--- src/rtl/dm_access_port.sv ---
// Data-SRAM access port: turns MEM-stage loads/stores into SRAM cycles,
// splitting misaligned accesses into two word cycles and merging load data.
module dm_access_port #(
    parameter int ADDR_W = 14
) (
    input  logic              clk,
    input  logic              rst,
    input  logic              req_valid,
    input  logic              req_we,
    input  logic [2:0]        req_funct3,
    input  logic [31:0]       req_addr,
    input  logic [31:0]       req_wdata,
    output logic              req_ready,
    output logic              rsp_valid,
    output logic [31:0]       rsp_rdata,
    output logic              DM_CEB,
    output logic              DM_WEB,
    output logic [31:0]       DM_BWEB,
    output logic [ADDR_W-1:0] DM_A,
    output logic [31:0]       DM_DI,
    input  logic [31:0]       DM_DO
);
    typedef enum logic {S_IDLE, S_SECOND} state_t;

    state_t            r_state, w_state_nxt;
    logic [1:0]        w_off, w_size;
    logic [ADDR_W-1:0] w_word;
    logic              w_mis;
    logic [7:0]        w_size_mask, w_mask;
    logic [3:0]        w_lanes;
    logic [5:0]        w_sh_lo, w_sh_hi;
    logic              w_rd_issue, w_rsp_fire;
    logic [63:0]       w_merge;
    logic [31:0]       w_shifted, w_ext;
    logic              w_unused;

    logic              r_rd_vld, r_rd_uns, r_rd_split, r_rd_half;
    logic [1:0]        r_rd_off, r_rd_size;
    logic [31:0]       r_lo_hold;
    logic              r_rsp_valid;
    logic [31:0]       r_rsp_rdata;

    assign w_off    = req_addr[1:0];
    assign w_size   = req_funct3[1:0];
    assign w_word   = req_addr[ADDR_W+1:2];
    assign w_unused = &{1'b0, req_addr[31:ADDR_W+2]};
    assign w_mis    = (w_size == 2'b01 && w_off == 2'b11) || (w_size[1] && w_off != 2'b00);
    assign w_mask   = w_size_mask << w_off;
    assign w_sh_lo  = {1'b0, w_off, 3'b000};
    assign w_sh_hi  = 6'd32 - w_sh_lo;

    always_comb begin
        case (w_size)
            2'b00:   w_size_mask = 8'h01;
            2'b01:   w_size_mask = 8'h03;
            default: w_size_mask = 8'h0F;
        endcase
    end

    always_ff @(posedge clk or posedge rst) begin
        if (rst) r_state <= S_IDLE;
        else     r_state <= w_state_nxt;
    end

    // SECOND relies on the requester holding req_* from the first half.
    always_comb begin
        w_state_nxt = r_state;
        req_ready   = 1'b1;
        DM_CEB      = 1'b1;
        DM_WEB      = 1'b1;
        DM_A        = w_word;
        DM_DI       = 32'h0;
        w_lanes     = 4'h0;
        case (r_state)
            S_IDLE: begin
                if (req_valid) begin
                    DM_CEB  = 1'b0;
                    DM_WEB  = ~req_we;
                    w_lanes = w_mask[3:0];
                    DM_DI   = req_wdata << w_sh_lo;
                    if (w_mis) begin
                        req_ready   = 1'b0;
                        w_state_nxt = S_SECOND;
                    end
                end
            end
            S_SECOND: begin
                DM_CEB      = 1'b0;
                DM_WEB      = ~req_we;
                DM_A        = w_word + {{(ADDR_W-1){1'b0}}, 1'b1};
                w_lanes     = w_mask[7:4];
                DM_DI       = req_wdata >> w_sh_hi;
                w_state_nxt = S_IDLE;
            end
        endcase
    end

    always_comb begin
        DM_BWEB = 32'hFFFF_FFFF;
        for (int i = 0; i < 4; i++)
            DM_BWEB[8*i +: 8] = {8{~(w_lanes[i] & req_we & ~DM_CEB)}};
    end

    assign w_rd_issue = ~DM_CEB & DM_WEB;
    assign w_rsp_fire = r_rd_vld & (~r_rd_split | r_rd_half);

    // Split loads: low word was parked in r_lo_hold, high word arrives now.
    assign w_merge   = r_rd_split ? {DM_DO, r_lo_hold} : {32'h0, DM_DO};
    assign w_shifted = 32'(w_merge >> {r_rd_off, 3'b000});

    always_comb begin
        case (r_rd_size)
            2'b00:   w_ext = {{24{~r_rd_uns & w_shifted[7]}},  w_shifted[7:0]};
            2'b01:   w_ext = {{16{~r_rd_uns & w_shifted[15]}}, w_shifted[15:0]};
            default: w_ext = w_shifted;
        endcase
    end

    always_ff @(posedge clk or posedge rst) begin
        if (rst) begin
            r_rd_vld    <= 1'b0;
            r_rd_off    <= 2'b00;
            r_rd_size   <= 2'b00;
            r_rd_uns    <= 1'b0;
            r_rd_split  <= 1'b0;
            r_rd_half   <= 1'b0;
            r_lo_hold   <= 32'h0;
            r_rsp_valid <= 1'b0;
            r_rsp_rdata <= 32'h0;
        end else begin
            r_rd_vld    <= w_rd_issue;
            if (w_rd_issue) begin
                r_rd_off   <= w_off;
                r_rd_size  <= w_size;
                r_rd_uns   <= req_funct3[2];
                r_rd_split <= (r_state == S_SECOND) | w_mis;
                r_rd_half  <= (r_state == S_SECOND);
            end
            if (r_rd_vld && r_rd_split && !r_rd_half)
                r_lo_hold <= DM_DO;
            r_rsp_valid <= w_rsp_fire;
            if (w_rsp_fire)
                r_rsp_rdata <= w_ext;
        end
    end

    assign rsp_valid = r_rsp_valid;
    assign rsp_rdata = r_rsp_rdata;
endmodule

--- config.mk ---
export PLATFORM = sky130hd
export DESIGN_NAME = dm_access_port
export DESIGN_NICKNAME = d
export VERILOG_FILES = /design/src/rtl/dm_access_port.sv
export SDC_FILE = /design/constraint.sdc
export NUM_CORES = 1
export LEC_CHECK = 0
export CORE_MARGIN = 5
export CORE_UTILIZATION = 49
export CTS_CLUSTER_SIZE = 16
export DETAILED_ROUTE_END_ITERATION = 10
export PLACE_DENSITY = 0.91
export SLEW_MARGIN = 25
export SYNTH_ARGS = -nofsm -noshare
export SYNTH_HDL_FRONTEND = slang
export SYNTH_SLANG_ARGS = --single-unit
export TNS_END_PERCENT = 5
--- constraint.sdc ---
create_clock -name clk -period 5.6 [get_ports clk]
set_input_delay 0.56 -clock clk [delete_from_list [all_inputs] [get_ports clk]]
set_output_delay 0.56 -clock clk [all_outputs]
set_load 0.01 [all_outputs]
==> results.yml <==
run_status:
  outcome: "complete, no violations"
timing:
  fmax_mhz: 211
  finalSetupTns_ns: 0
  setup_slack_ns: 0.854
  fin_skew_ns: 0.00885
  fin_crit_sh_pct: 84.8
  setup-violations-final: 0
  worst_pin_slew_ns: 0.908
  grt_setup_unrepaired: "no"
  final.min_clock_period_ns: 4.75
  relSlewSlack_pct: 39.5
  hold_violations: 0
  final_max_slew_viol_count: 0
  hold_ws_ns: 0.485
setup_path:
  slowest_delay_ns: 0.76
  startpoint: "req_addr[0]"
  arrival_ns: 4.19
  worst_setup_path_end_kind: "output port"
  crit_buf_inv: 4
  crit_type: "in2out"
  cp_num_cells: 9
  path_max_fanout: 32
  cpMostUsedCell: "clkdlybuf4s50_1"
  cp.required_ns: 5.04
  timing.rr.end: "rsp_rdata[26]$_DFFE_PP0P_"
  crit_path_end: "DM_DI[10]"
  worstSetupStartpointType: "input port"
  path_cells: "clkdlybuf4s50_1, inv_2, ha_1, or3b_2, a21oi_2, buf_4, a22oi_1, o21ai_0, clkdlybuf4s50_1"
  reg2reg_slack_ns: 2.94
  worst-r2r-cell-count: 5
  crit_family: "buffers and inverters"
  critPathSlowestCell: "clkdlybuf4s50_1"
  worstReg2RegStart: "r_rd_off[0]$_DFFE_PP0P_"
drt:
  vias_per_cell: 6.35
  drc_errors: 0
  drt_iter0_markers: 744
  drt_wl_total_um: 18700
  ant_nets: 0
  routedWlPerCell_um: 21.0
  num_vias: 5649
  dr.pass1.iters: 6
synth:
  synth.area.top_cells: "dfrtp_1 (32%), mux2i_1 (11%), mux2_2 (10%)"
  synth_ff_type: "dfrtp_1"
  synth-seq-cells: 74
  syn_area_um2: 5850
  syn-instance-count: 589
  yosysSeqAreaShare_pct: 31.6
  yosysTopAreaCell: "dfrtp_1"
  synth.avg_cell_area_um2: 9.94
  synth_top_area_share_pct: 31.6
  async_reset_ff_share_pct: 100
  synth_edf_count: 0
  synth_fp_nets: 695
  yosys_warnings: 0
  ys_types: 53
placement:
  dp_hpwl_um: 13400
  place_inst: 873
  port_buffers: 200
  placed_area_um2: 7660
  pre_cts_slack_ns: 0.913
  routabilityCongestion: 0.918
cells_and_area:
  diodes: 0
  final_cells: 890
  nets: 844
  fillers: 864
  fin_area_um2: 7980
  area_delta_synth_final_pct: 36.3
  utilization_pct: 67.2
  drive_above_1_share_pct: 14.9
cts:
  cts.sinks: 74
  ctsHtreeMaxLevel: 3
  postCtsSetupBuffers: 0
  clk_pin_slew_worst_paths_ns: 0.06
  cts_hold_buf: 0
  numCtsBuffers: 9
  insertion_delay_ns: 0.34
  tritoncts: "done"
  clk_path_buf_depth: 2
  cts-resized-gates: 0
  cts_root_buf: "clkbuf_16"
power:
  p_sw_share_pct: 34.5
  p_switching_mw: 0.932
  vdd_drop_max_v: 0.000190
  leakage_nw: 3.24
  clkPwrFrac_pct: 21.3
  fin_total_pwr_mw: 2.70
  p_per_area_nw_per_um2: 339
  intPower_mw: 1.77
  pwr-share-seq_pct: 33.9
  combPwrFrac_pct: 44.8
die:
  initial_utilization_pct: 49.3
  core_area_um2: 11900
  ioPinCount: 217
  die_area_um2: 14200
  num_rows: 40
  die_width_um: 119
  die_h_um: 119
grt:
  grt_pass1_vias: 5797
  grt_max_degree: 75
  antenna_found_initial: 0
  grtUsageTotal_pct: 25.7
  grt_pass1_wl_um: 29800
  grt.overflow.total: 0
flow_run:
  drv_cap: 0
worst_hold_path:
  min_path_type: "reg2reg"
  hold_path_depth: 2
## synth_stat cells (all sizes together), types with 2 or more instances
cell type / instances
a211o: 6
a21oi: 20
a221o: 26
a221oi: 7
a22oi: 44
a31oi: 2
and3: 3
buf: 59
clkbuf: 14
dfrtp: 74
ha: 3
inv: 12
mux2: 57
mux2i: 63
mux4: 13
nand2: 44
nand2b: 3
nand3: 2
nand4: 5
nor2: 36
nor3: 5
o211ai: 4
o21ai: 49
o22a: 7
o41ai: 2
or3b: 2
xnor2: 9
xor2: 4
## how the worst min path moves through the flow
| stage | slack (ns) | from | endpoint |
|---|---|---|---|
| 6_report | 0.49 | rsp_rdata[2]$_DFFE_PP0P_ | rsp_rdata[2]$_DFFE_PP0P_ |
| 5_1_grt | 0.51 | rsp_rdata[15]$_DFFE_PP0P_ | rsp_rdata[15]$_DFFE_PP0P_ |
| 4_1_cts | 0.49 | rsp_rdata[2]$_DFFE_PP0P_ | rsp_rdata[2]$_DFFE_PP0P_ |
| 3_5_place_dp | 0.48 | rsp_rdata[2]$_DFFE_PP0P_ | rsp_rdata[2]$_DFFE_PP0P_ |
| 3_3_place_gp | 0.47 | rsp_rdata[3]$_DFFE_PP0P_ | rsp_rdata[3]$_DFFE_PP0P_ |
| 2_1_floorplan | 0.47 | r_rd_half$_DFFE_PP0P_ | r_rd_half$_DFFE_PP0P_ |
## flip-flops by register name, summed over array words and instances, names as in the netlist
name / count
r_rd_split: 1
r_rd_off: 2
r_rd_half: 1
r_state: 1
r_rd_vld: 1
rsp_valid: 1
r_lo_hold: 32
r_rd_size: 2
rsp_rdata: 32
r_rd_uns: 1
## routing by layer
metal	part of all wire (%)	track usage, %
met1	39	31.1
met2	49	42.8
met3	7.6	6.36
met4	4.2	12.4
met5	0	0
## kinds of logic after synthesis
family,share of synthesized area [%]
buffers and inverters,8.70
flip-flops,31.6
AND/OR/NAND/NOR,8.59
multiplexers,27.1
adder cells (fa/ha/maj),0.641
XOR/XNOR,1.95
AO/OA/AOI/OAI,21.4
## worst min-delay path, stage by stage, from the launching register on
cell	delay, ns
dfrtp_1	0.34
nand2_1	0.05
o21ai_1	0.06
## cell usage in the layout (no fill, tap or decap), drive strengths merged, types with 2 or more instances in the layout
cell and count:
a211o 6, a21oi 20, a221o 26, a221oi 7, a22oi 44, a31oi 2, and3 3, buf 11
clkbuf 9, clkdlybuf4s50 200, clkinv 5, dfrtp 74, ha 3, inv 12, mux2 57, mux2i 63
mux4 13, nand2 44, nand2b 3, nand3 2, nand4 5, nor2 36, nor3 5, o211ai 4
o21ai 49, o22a 7, o41ai 2, or3b 2, xnor2 9, xor2 4
## layout make-up
cell class	count	area (um2)	share of cell area (%)
clock buffers	9	225	2.82
repair buffers	211	2100	26.3
flip-flops and latches	74	1850	23.3
multi-input cells	430	3500	43.9
clock inverters	7	70.1	0.879
well taps	147	184	2.31
inverters	12	45.0	0.565
## power groups by stage
stage / Clock [mW] / Combinational, mW / Sequential, mW
after global routing: 0.602 / 1.30 / 0.937
after CTS: 0.580 / 1.21 / 0.909
after global placement: 0 / 1.16 / 0.897
final: 0.574 / 1.21 / 0.916
after floorplan: 0 / 0.673 / 0.904
after detailed placement: 0 / 1.20 / 0.916
Note: power is estimated with default switching activity, not from simulation.
